## src/rtl/ofm_drain.sv

```systemverilog
// Output drain for one systolic column: requantizes the partial-sum stream
// (round half-up, arithmetic shift, saturate) and buffers it in a small FWFT FIFO.
module ofm_drain #(
  parameter int OWIDTH = 24,
  parameter int QWIDTH = 8,
  parameter int DEPTH  = 4,
  parameter int SWIDTH = 5
) (
  input  logic                       clk,
  input  logic                       rst_n,
  input  logic                       en_o,
  input  logic [OWIDTH-1:0]          ofm,
  input  logic [SWIDTH-1:0]          shift,
  input  logic                       flush,
  input  logic                       out_ready,
  output logic                       out_valid,
  output logic [QWIDTH-1:0]          out_data,
  output logic [$clog2(DEPTH+1)-1:0] count,
  output logic                       overflow
);

  localparam int AW = $clog2(DEPTH);
  localparam int CW = $clog2(DEPTH+1);

  localparam logic [OWIDTH:0] ONE =
    {{OWIDTH{1'b0}}, 1'b1};
  localparam logic signed [OWIDTH:0] QMAX =
    {{(OWIDTH-QWIDTH+2){1'b0}}, {(QWIDTH-1){1'b1}}};
  localparam logic signed [OWIDTH:0] QMIN =
    {{(OWIDTH-QWIDTH+2){1'b1}}, {(QWIDTH-1){1'b0}}};

  logic                     s1_v;
  logic signed [OWIDTH:0]   s1_r;
  logic [SWIDTH-1:0]        s1_sh;
  logic                     s2_v;
  logic [QWIDTH-1:0]        s2_q;

  logic [OWIDTH:0]          rnd;
  logic [OWIDTH:0]          sum_r;
  logic signed [OWIDTH:0]   shq;
  logic signed [OWIDTH:0]   sat;

  logic [QWIDTH-1:0]        mem [DEPTH];
  logic [AW-1:0]            wptr;
  logic [AW-1:0]            rptr;
  logic                     full;
  logic                     pop;
  logic                     push;
  logic                     drop;

  // Add the half-LSB rounding bias to the sign-extended sample.
  always_comb begin
    rnd = '0;
    if (shift != '0) begin
      rnd = ONE << (shift - 1'b1);
    end
    sum_r = {ofm[OWIDTH-1], ofm} + rnd;
  end

  // Arithmetic shift of the biased sum, then clamp into the output range.
  always_comb begin
    shq = s1_r >>> s1_sh;
    sat = shq;
    if (shq > QMAX) begin
      sat = QMAX;
    end else if (shq < QMIN) begin
      sat = QMIN;
    end
  end

  // Stage 1: capture biased sum and the shift that goes with it.
  always_ff @(posedge clk or negedge rst_n) begin
    if (!rst_n) begin
      s1_v  <= 1'b0;
      s1_r  <= '0;
      s1_sh <= '0;
    end else begin
      s1_v <= en_o & ~flush;
      if (en_o) begin
        s1_r  <= sum_r;
        s1_sh <= shift;
      end
    end
  end

  // Stage 2: hold the saturated result for the FIFO write.
  always_ff @(posedge clk or negedge rst_n) begin
    if (!rst_n) begin
      s2_v <= 1'b0;
      s2_q <= '0;
    end else begin
      s2_v <= s1_v & ~flush;
      if (s1_v) begin
        s2_q <= sat[QWIDTH-1:0];
      end
    end
  end

  assign full      = (count == CW'(DEPTH));
  assign out_valid = (count != '0);
  assign out_data  = mem[rptr];
  assign pop       = out_valid & out_ready;
  assign push      = s2_v & (~full | pop);
  assign drop      = s2_v & full & ~pop;

  // FIFO storage, pointers, occupancy and sticky drop flag.
  always_ff @(posedge clk or negedge rst_n) begin
    if (!rst_n) begin
      for (int i = 0; i < DEPTH; i++) begin
        mem[i] <= '0;
      end
      wptr     <= '0;
      rptr     <= '0;
      count    <= '0;
      overflow <= 1'b0;
    end else if (flush) begin
      wptr     <= '0;
      rptr     <= '0;
      count    <= '0;
      overflow <= 1'b0;
    end else begin
      if (push) begin
        mem[wptr] <= s2_q;
        wptr      <= wptr + AW'(1);
      end
      if (pop) begin
        rptr <= rptr + AW'(1);
      end
      if (push && !pop) begin
        count <= count + CW'(1);
      end else if (pop && !push) begin
        count <= count - CW'(1);
      end
      if (drop) begin
        overflow <= 1'b1;
      end
    end
  end

endmodule

```

## config.mk

```make
export PLATFORM = sky130hd
export DESIGN_NAME = ofm_drain
export DESIGN_NICKNAME = d
export VERILOG_FILES = /design/src/rtl/ofm_drain.sv
export SDC_FILE = /design/constraint.sdc
export NUM_CORES = 1
export LEC_CHECK = 0
export CORE_UTILIZATION = 60
export DETAILED_ROUTE_END_ITERATION = 7
export PLACE_DENSITY = 0.9
export REMOVE_ABC_BUFFERS = 1
export SYNTH_ARGS = -nofsm -noshare
export SYNTH_HDL_FRONTEND = slang
export SYNTH_SLANG_ARGS = --single-unit
```

## constraint.sdc

```tcl
create_clock -name clk -period 3.4 [get_ports clk]
set_input_delay 0.34 -clock clk [delete_from_list [all_inputs] [get_ports clk]]
set_output_delay 0.34 -clock clk [all_outputs]
set_load 0.005 [all_outputs]
```

**Yosys cells after proc, flatten, opt, wreduce, memory -nomap -nowiden**

Index checks and enable logic that the tools add are counted.

- Bits in registers: 80
- Bits of input ports: 34
- Output and inout port bits: 13
- Word-level logic and storage cells: 69

- Add/sub/neg operators: 6
- Magnitude comparators: 5
- Eq/ne operators: 1
- Shifts and indexed selects: 2
- Multiplexer cells: 18
- Bitwise operators: 12
- Reductions and logical operators: 12

Operators by type and width:

| operator | count |
|---|---|
| 8-bit 2-to-1 mux | 5 |
| 32-bit bitwise mux | 1 |
| 25-bit adder | 1 |
| 25-bit by 8-bit > comparator with 1-bit output (second input constant) | 1 |
| 25-bit by 8-bit < comparator with 1-bit output (second input constant) | 1 |
| 25-bit 2-to-1 mux | 1 |
| 1-bit by 5-bit << shifter with 25-bit output (first input constant) | 1 |
| 25-bit by 5-bit >>> shifter with 25-bit output | 1 |
| 8-bit binary-select mux with 2-bit select | 1 |
| 8-bit demux with 2-bit select | 1 |
| 3-bit 2-to-1 mux | 3 |
| 2-bit 2-to-1 mux | 4 |
| 1-bit bitwise AND | 6 |
| 3-bit greater-or-equal comparator (second input constant) | 2 |
| 2-bit NOT with 3-bit output | 2 |
| 2-bit nonzero test | 3 |
| 3-bit nonzero test | 2 |
| 5-bit nonzero test | 1 |
| 5-bit by 1-bit subtractor with 5-bit output (second input constant) | 1 |
| 2-bit by 1-bit adder with 2-bit output (second input constant) | 2 |
| 3-bit by 1-bit adder with 3-bit output (second input constant) | 1 |
| 3-bit == test (second input constant) | 1 |
| 1-bit logical AND | 3 |
| 3-bit by 1-bit < comparator with 1-bit output (second input constant) | 1 |
| 6 further kinds | 10 |

**Depth between registers and ports, before layout**

Gate-level depths: netlist of the first run.

- Depth in word-level cells: 9
- Gate-level depth with buffers: 14
- Depth with buffers taken out: 13

**Worst setup path after synthesis of the first run**

Ideal clock, no wire load.

- Kind: in2reg
- Start point: input port shift[0]
- End point: register s1_r[22]
- Setup time: 126 ps
- Arrival time: 3535 ps
- Data required time: 3274 ps
- Setup slack: -261 ps
- Stages on the path: 14
- Path buffers: 1
- Path through: clkbuf_1 > nor2_1 > ha_1 > nand2b_1 > nor2_1 > ha_1 > fa_1 > a211oi_1 > nor4_1 > nor4_1 > nor3b_1 > nor3_1 > o21ai_0 > a311o_1

- Word-level cells in the longest chain between the ends: 4
- Elaborated cells between the ends (all ways): 5
- Those cells by class: add/sub: 2; shift: 1; mux: 1; reduce/logical: 1

Ends and longest elaborated chain:

| element | RTL line | RTL |
|---|---|---|
| start: declaration | 13 | `input logic [SWIDTH-1:0] shift,` |
| 5-bit by 1-bit subtractor with 5-bit output | 55 | `rnd = ONE << (shift - 1'b1);` |
| 1-bit by 5-bit << shifter with 25-bit output | 55 |  |
| 25-bit 2-to-1 mux (*) | 54 | `if (shift != '0) begin` |
| 25-bit adder (*) | 57 | `sum_r = {ofm[OWIDTH-1], ofm} + rnd;` |
| end signal: assignment | 80 | `s1_r <= sum_r;` |
| end: declaration | 33 | `logic signed [OWIDTH:0] s1_r;` |

Mark *: on every way between the ends. The rest lies on a longest branch, timed or not.
A chain may end at the register's enable or synchronous reset.

**Final worst setup path of the first run**

- Start point: input port shift[3]
- End point: register s1_r[22]

Same word-level chain as after synthesis.

==> results of run 1 <==
[worst reg2reg max path, stage by stage (launching register included)]
cell	delay (ps)
dfrtp_2	660
buf_4	310
nor4_1	330
mux2i_1	350
nand4b_1	170
a2111oi_2	390
nand4_1	140
and4b_1	290
a311o_1	300
[repair_timing]
item,4_1_cts,5_1_grt
resized for setup,9,9
setup buffers,1,0
endpoints found under the setup margin,8,10
hold buffers,0,0
hold endpoints to repair,0,0
pin swaps,2,1
[cells by family after synthesis]
group                    Yosys count  share of synthesized area, %
AO/OA/AOI/OAI                    141                          15.3
XOR/XNOR                          20                          2.66
adder cells (fa/ha/maj)           32                          6.30
buffers and inverters             56                          4.04
flip-flops                        80                          30.3
multiplexers                     120                          27.3
AND/OR/NAND/NOR                  185                          14.0
[cell usage in the layout (no fill, tap or decap), types with 3 or more instances in the layout]
cell             count
a211oi_1             6
nor3_2               3
dfrtp_1             79
nor3_1              19
and3_1               8
a31o_2               4
mux2_2              61
o21ai_0             25
a21oi_1             28
o2111a_1             3
nor2b_1             15
inv_1               18
a311o_1              8
a21o_1               6
nor4_1               7
nor2_1              52
mux4_2              25
nand4_1              3
a221o_1              5
a31oi_1              5
xor2_1               6
and2_1               4
nand2b_1            10
o2111ai_1            3
xnor2_1             14
nand2_1             37
clkdlybuf4s50_1     42
a21boi_0             3
buf_4               82
ha_1                29
mux2i_1             20
o21a_1               4
o211ai_1             9
nand3b_1             6
clkbuf_8             9
mux4_1              13
o21bai_1             3
nand3_1              7
[per-stage QoR]
step / area [sq um] / setup WS (ps)
detailed placement: 7630 / -747
floorplan: 6400 / -5.83
CTS: 7870 / 14.1
global placement: 7630 / -574
finish: 7910 / 94.9
global route: 7910 / 19.7
[final cells by class]
cell class,instances,area [sq um]
flip-flops and latches,80,2000
clock buffers,10,128
fillers,701,2590
inverters,19,71.3
clock inverters,6,68.8
repair buffers,127,1070
well taps,136,170
multi-input cells,498,4410
[worst max path at each step]
| stage | start | to | slack (ps) | cells past startpoint |
|---|---|---|---|---|
| after floorplan | shift[1] | s1_r[22]$_DFFE_PN0P_ | -6 | 13 |
| after global placement | shift[2] | s1_r[22]$_DFFE_PN0P_ | -570 | 16 |
| after detailed placement | shift[2] | s1_r[22]$_DFFE_PN0P_ | -750 | 16 |
| after CTS | shift[1] | s1_r[21]$_DFFE_PN0P_ | 10 | 16 |
| after global routing | shift[0] | s1_r[19]$_DFFE_PN0P_ | 20 | 15 |
| final | shift[3] | s1_r[22]$_DFFE_PN0P_ | 90 | 14 |
[layer usage]
layer  global-route usage, %  wire length (um)  part of all wire (%)  vias up
met5                       0                 0                     0        -
met4                    16.5               569                   3.3        0
met3                    3.83               765                   4.5       55
met2                    54.3              8810                    52      206
met1                    37.4              6940                    41     2794
li1                        -                 -                     -     2645
[state kept, by name, summed over array words and instances (netlist names)]
name      cells
wptr          2
s1_r         25
s1_v          1
s2_q          8
rptr          2
s1_sh         5
overflow      1
count         3
mem          32
s2_v          1
[report_power, final]
group / switching, uW / total (uW) / internal, uW
Sequential: 225 / 1320 / 1090
Clock: 384 / 727 / 343
Combinational: 496 / 1190 / 698
Total: 1110 / 3240 / 2140
==> results.txt, run 1 <==
Leakage - 0.00346 uW
Peak Freq - 0.303 GHz
Post-synth EDFFs - 0
vias in the first global route - 5771
std cell rows - 37
Clock Skews - 7.65 ps
clock sink count - 80
Slew headroom - 34.2%
post-route ant nets - 0
Max FO, Critical Path - 4
Post-Synthesis Cells - 634
dpl cells - 859
Die ar. - 0.0114 sq mm
Worst R2R Setup Slack - 350 ps
Post-synth top cells - dfrtp_1 (80), mux2_2 (61), nor2_1 (53), nand2_1 (37), ha_1 (30)
Design Power - 3240 uW
die height - 107 um
Hold Slack - 125 ps
CP startpoint kind - primary input
die width - 107 um
RSZ-0062 raised after global routing - false
top cells by area, synth - dfrtp_1 (30%), mux2_2 (10%), mux4_2 (8.5%)
synth warn - 0
boundary pin count - 47
hpwl dp - 12.7 mm
count leader, synth - dfrtp_1
Vias - 5700
Slew @ Worst Pin - 987 ps
worst flop-to-flop path startpoint - s1_sh[1]$_DFFE_PN0P_
FF+latch count, synth - 80
most frequent CP cell - buf_4
slowest cell delay on critical path - 440 ps
Critical Path Sink Type - flip-flop
Worst-Skew Late Latency - 380 ps
GP Congestion - 0.954
clock buffer count from CTS - 9
outcome - complete, no violations
WL/cell - 19.5 um
# diodes - 0
CP max-delay cell - or3b_4
peak supply drop - 306 uV
DRC - 0
Setup violations, final - 0
fraction of layout cells with a size suffix above 1 - 28.0%
Worst-path clk slew - 90 ps
first-pass GRT wire length - 27.7 mm
GRT Overall Usage - 31.1%
CP cell instances - clkdlybuf4s50_1 > or3b_4 > nor2_1 > ha_1 > fa_1 > a211oi_2 > nor4_2 > nor4_1 > buf_4 > nor3b_4 > nor3_1 > buf_4 > o2111a_1 > a311o_1
TritonCTS clock tree - yes
family with the most delay on the worst path - simple AND/OR/NAND/NOR gates
Worst Hold Class - in -> async
RR Endpoint - s2_q[6]$_DFFE_PN0P_
area leader, netlist - dfrtp_1
DRT Wirelength - 17.1 mm
largest net degree at the start of global routing - 81
FFs w/ async S/R, synth - 100%
Nets - 801
Pre-Repair DR Iteration Count - 5
clock root buffer - clkbuf_8
Period minus WS final - 3310 ps
H-Tree Depth - 3
CTS Buffer Depth - 2
Finished Layout Cells - 876
Max-Cap Viols - 0
CORE AREA - 0.0105 sq mm
top_reg_cell synth - dfrtp_1
final hold violations - 0
Pins Over Slew Limit - 0
top-area cell type share of the netlist area - 30.3%
Data required, critical path - 3670 ps
WS Path Type - in -> reg
Seq/Total Area, Yosys - 30.3%
R2R depth - 8
pwr/cell area - 410 mW/mm^2
Congestion Overflow GR - 0
DR vias/cell - 6.51
final period utilization - 97.2%
arrival time worst endpoint - 3570 ps
starting DRC count in detailed routing - 451
Post-Syn Area - 0.00660 sq mm
antenna violations before repair - 0
Final Core Density - 75.3%
Setup TNS - 0 ps
Port Buffers - 46
Netlist cell types - 69
Starting Density - 62.8%
syn avg cell area - 10.4 sq um
Area Growth Syn to Fin - 20.0%
Crit path buffers/inverters - 3
Note: power is estimated with default switching activity, not from simulation.
==> run 2, diff against run 1 <==
Settings changed: CORE_UTILIZATION 60 to 35, PLACE_DENSITY 0.9 to unset, PLACE_DENSITY_LB_ADDON set to 0.08.
Clock period 3.4 ns to 3 ns, I/O delays scaled along.
==> run 2 against run 1 <==
Against the previous run:
- via count is 0.70% lower
- global-route usage fell by 11 points
- flip-flop and latch count unchanged
- highest routed layer unchanged
- count of clock-buffer cells in the layout is the same
- routed wire length up 10%
- combinational power is 23% higher
==> results.txt, run 2 (synthesized netlist as in run 1, its figures left out) <==
Port Buffers - 46 (unchanged)
DRT Wirelength - 18.8 mm (+10%)
antenna violations before repair - 0 (unchanged)
boundary pin count - 47 (unchanged)
Data required, critical path - 3230 ps (-440 ps)
clock buffer count from CTS - 9 (unchanged)
die height - 139 um (+30%)
Period minus WS final - 2880 ps
Setup TNS - 0 ps (unchanged)
final hold violations - 0 (unchanged)
DRC - 0 (unchanged)
Setup violations, final - 0 (unchanged)
vias in the first global route - 5688 (-1.4%)
Leakage - 0.00380 uW (+9.9%)
Placed Area - 0.00797 sq mm (+4.4%)
die width - 139 um (+30%)
fraction of layout cells with a size suffix above 1 - 35.8% (+7.8 points)
Worst-Skew Late Latency - 350 ps (-30 ps)
arrival time worst endpoint - 3100 ps (-470 ps)
CP startpoint kind - primary input
GP Congestion - 0.879 (-7.9%)
most frequent cells in the layout - buf_4 (118), dfrtp_1 (79), mux2_2 (61)
Final Instance Area - 0.00874 sq mm (+10%)
Critical Path Sink Type - flip-flop
Congestion Overflow GR - 0 (unchanged)
most common cell after layout, fill and taps aside - buf_4
CTS Buffer Depth - 2 (unchanged)
largest reg by FF count - mem
starting DRC count in detailed routing - 194 (-57%)
pwr/cell area - 486 mW/mm^2 (+19%)
Area Growth Syn to Fin - 32.5%
clock sink count - 80 (unchanged)
hpwl dp - 14.2 mm (+12%)
Worst R2R Setup Slack - 160 ps (-190 ps)
std cell rows - 49 (+32%)
biggest regs - mem (32), s1_r (25), s2_q (8)
Worst Hold Class - in -> async
Slew @ Worst Pin - 1060 ps (+73.0 ps)
Die ar. - 0.0194 sq mm (+70%)
Vias - 5660 (-0.70%)
Pins Over Slew Limit - 0 (unchanged)
final period utilization - 95.9%
# diodes - 0 (unchanged)
Pre-Repair DR Iteration Count - 4 (-1)
hold_buf cts - 0 (unchanged)
Critical Path Start - shift[4]
RR Endpoint - s2_q[3]$_DFFE_PN0P_
Largest register FFs - 32 (unchanged)
worst flop-to-flop path startpoint - s1_sh[1]$_DFFE_PN0P_
Clock Skews - 8.16 ps (+0.507 ps)
Max FO, Critical Path - 5 (+1)
CORE AREA - 0.0182 sq mm (+73%)
DR vias/cell - 5.59 (-14%)
H-Tree Depth - 3 (unchanged)
Nets - 844 (+5.4%)
first-pass GRT wire length - 30.2 mm (+9.3%)
WS Path Type - in -> reg
Max-Cap Viols - 0 (unchanged)
outcome - complete, no violations
GRT Overall Usage - 19.8% (-11 points)
R2R depth - 8 (unchanged)
clock root buffer - clkbuf_16
Worst-path clk slew - 60 ps (-30 ps)
WL/cell - 18.6 um (-4.8%)
post-route ant nets - 0 (unchanged)
Slew headroom - 29.3% (-4.9 points)
largest net degree at the start of global routing - 81 (unchanged)
Peak Freq - 0.348 GHz
TritonCTS clock tree - yes
Starting Density - 36.2% (-27 points)
peak supply drop - 225 uV (-26%)
run 2: how the worst max path moves through the flow:
stage / endpoint / depth (start not counted) / slack, ps
floorplan: s2_q[0]$_DFFE_PN0P_ / 6 / -400
finish: s1_r[23]$_DFFE_PN0P_ / 13 / 120
CTS: s1_r[21]$_DFFE_PN0P_ / 15 / 0.2
detailed placement: s1_r[22]$_DFFE_PN0P_ / 16 / -1110
global route: s2_q[3]$_DFFE_PN0P_ / 8 / -20
global placement: s1_r[22]$_DFFE_PN0P_ / 16 / -1020
run 2: through the flow:
step	hold WS, ps	instances	power, uW	worst slack, ps	utilization (%)
after detailed placement	489	980	2890	-1110	43.8
after floorplan	4.41	597	2270	-403	-
after CTS	189	1004	4260	0.155	47.1
after global routing	239	1012	4480	-24.6	48.0
final	125	1012	4250	124	48.0
after global placement	482	980	2860	-1020	43.8
run 2: worst max-delay path: stages:
cell	delay [ps]
clkdlybuf4s15_1	210
buf_6	140
nand3b_1	210
nor2_4	150
ha_4	210
a21o_1	150
a21o_1	190
a2111o_1	420
a41o_1	280
a311oi_2	270
buf_4	160
o21ai_0	60
a221o_1	330
run 2: area by class of cell:
cell class,count,area (sq um)
Sequential cell,80,2010
Fill cell,1685,9470
Timing Repair Buffer,170,1430
Multi-Input combinational cell,498,4590
Clock inverter,6,116
Inverter,19,71.3
Tap cell,229,287
Clock buffer,10,239
run 2: timing repair:
action	4_1_cts	5_1_grt
cloned	0	1
buffers inserted	9	9
setup endpoints to repair	18	18
pin swaps	25	19
resized for setup	52	32
run 2: power by group:
group	internal, uW	switching (uW)	leakage [uW]
combinational	852	611	0.00261
sequential	1240	224	0.00102
clock	840	474	0.000173
run 2: per-layer routing:
metal	global-route usage, %	share of wire (%)	vias to the layer above
met4	7.02	1.7	0
met1	24.4	44	2777
li1	-	-	2746
met5	0	0	-
met2	35.6	52	117
met3	2.24	2.3	20
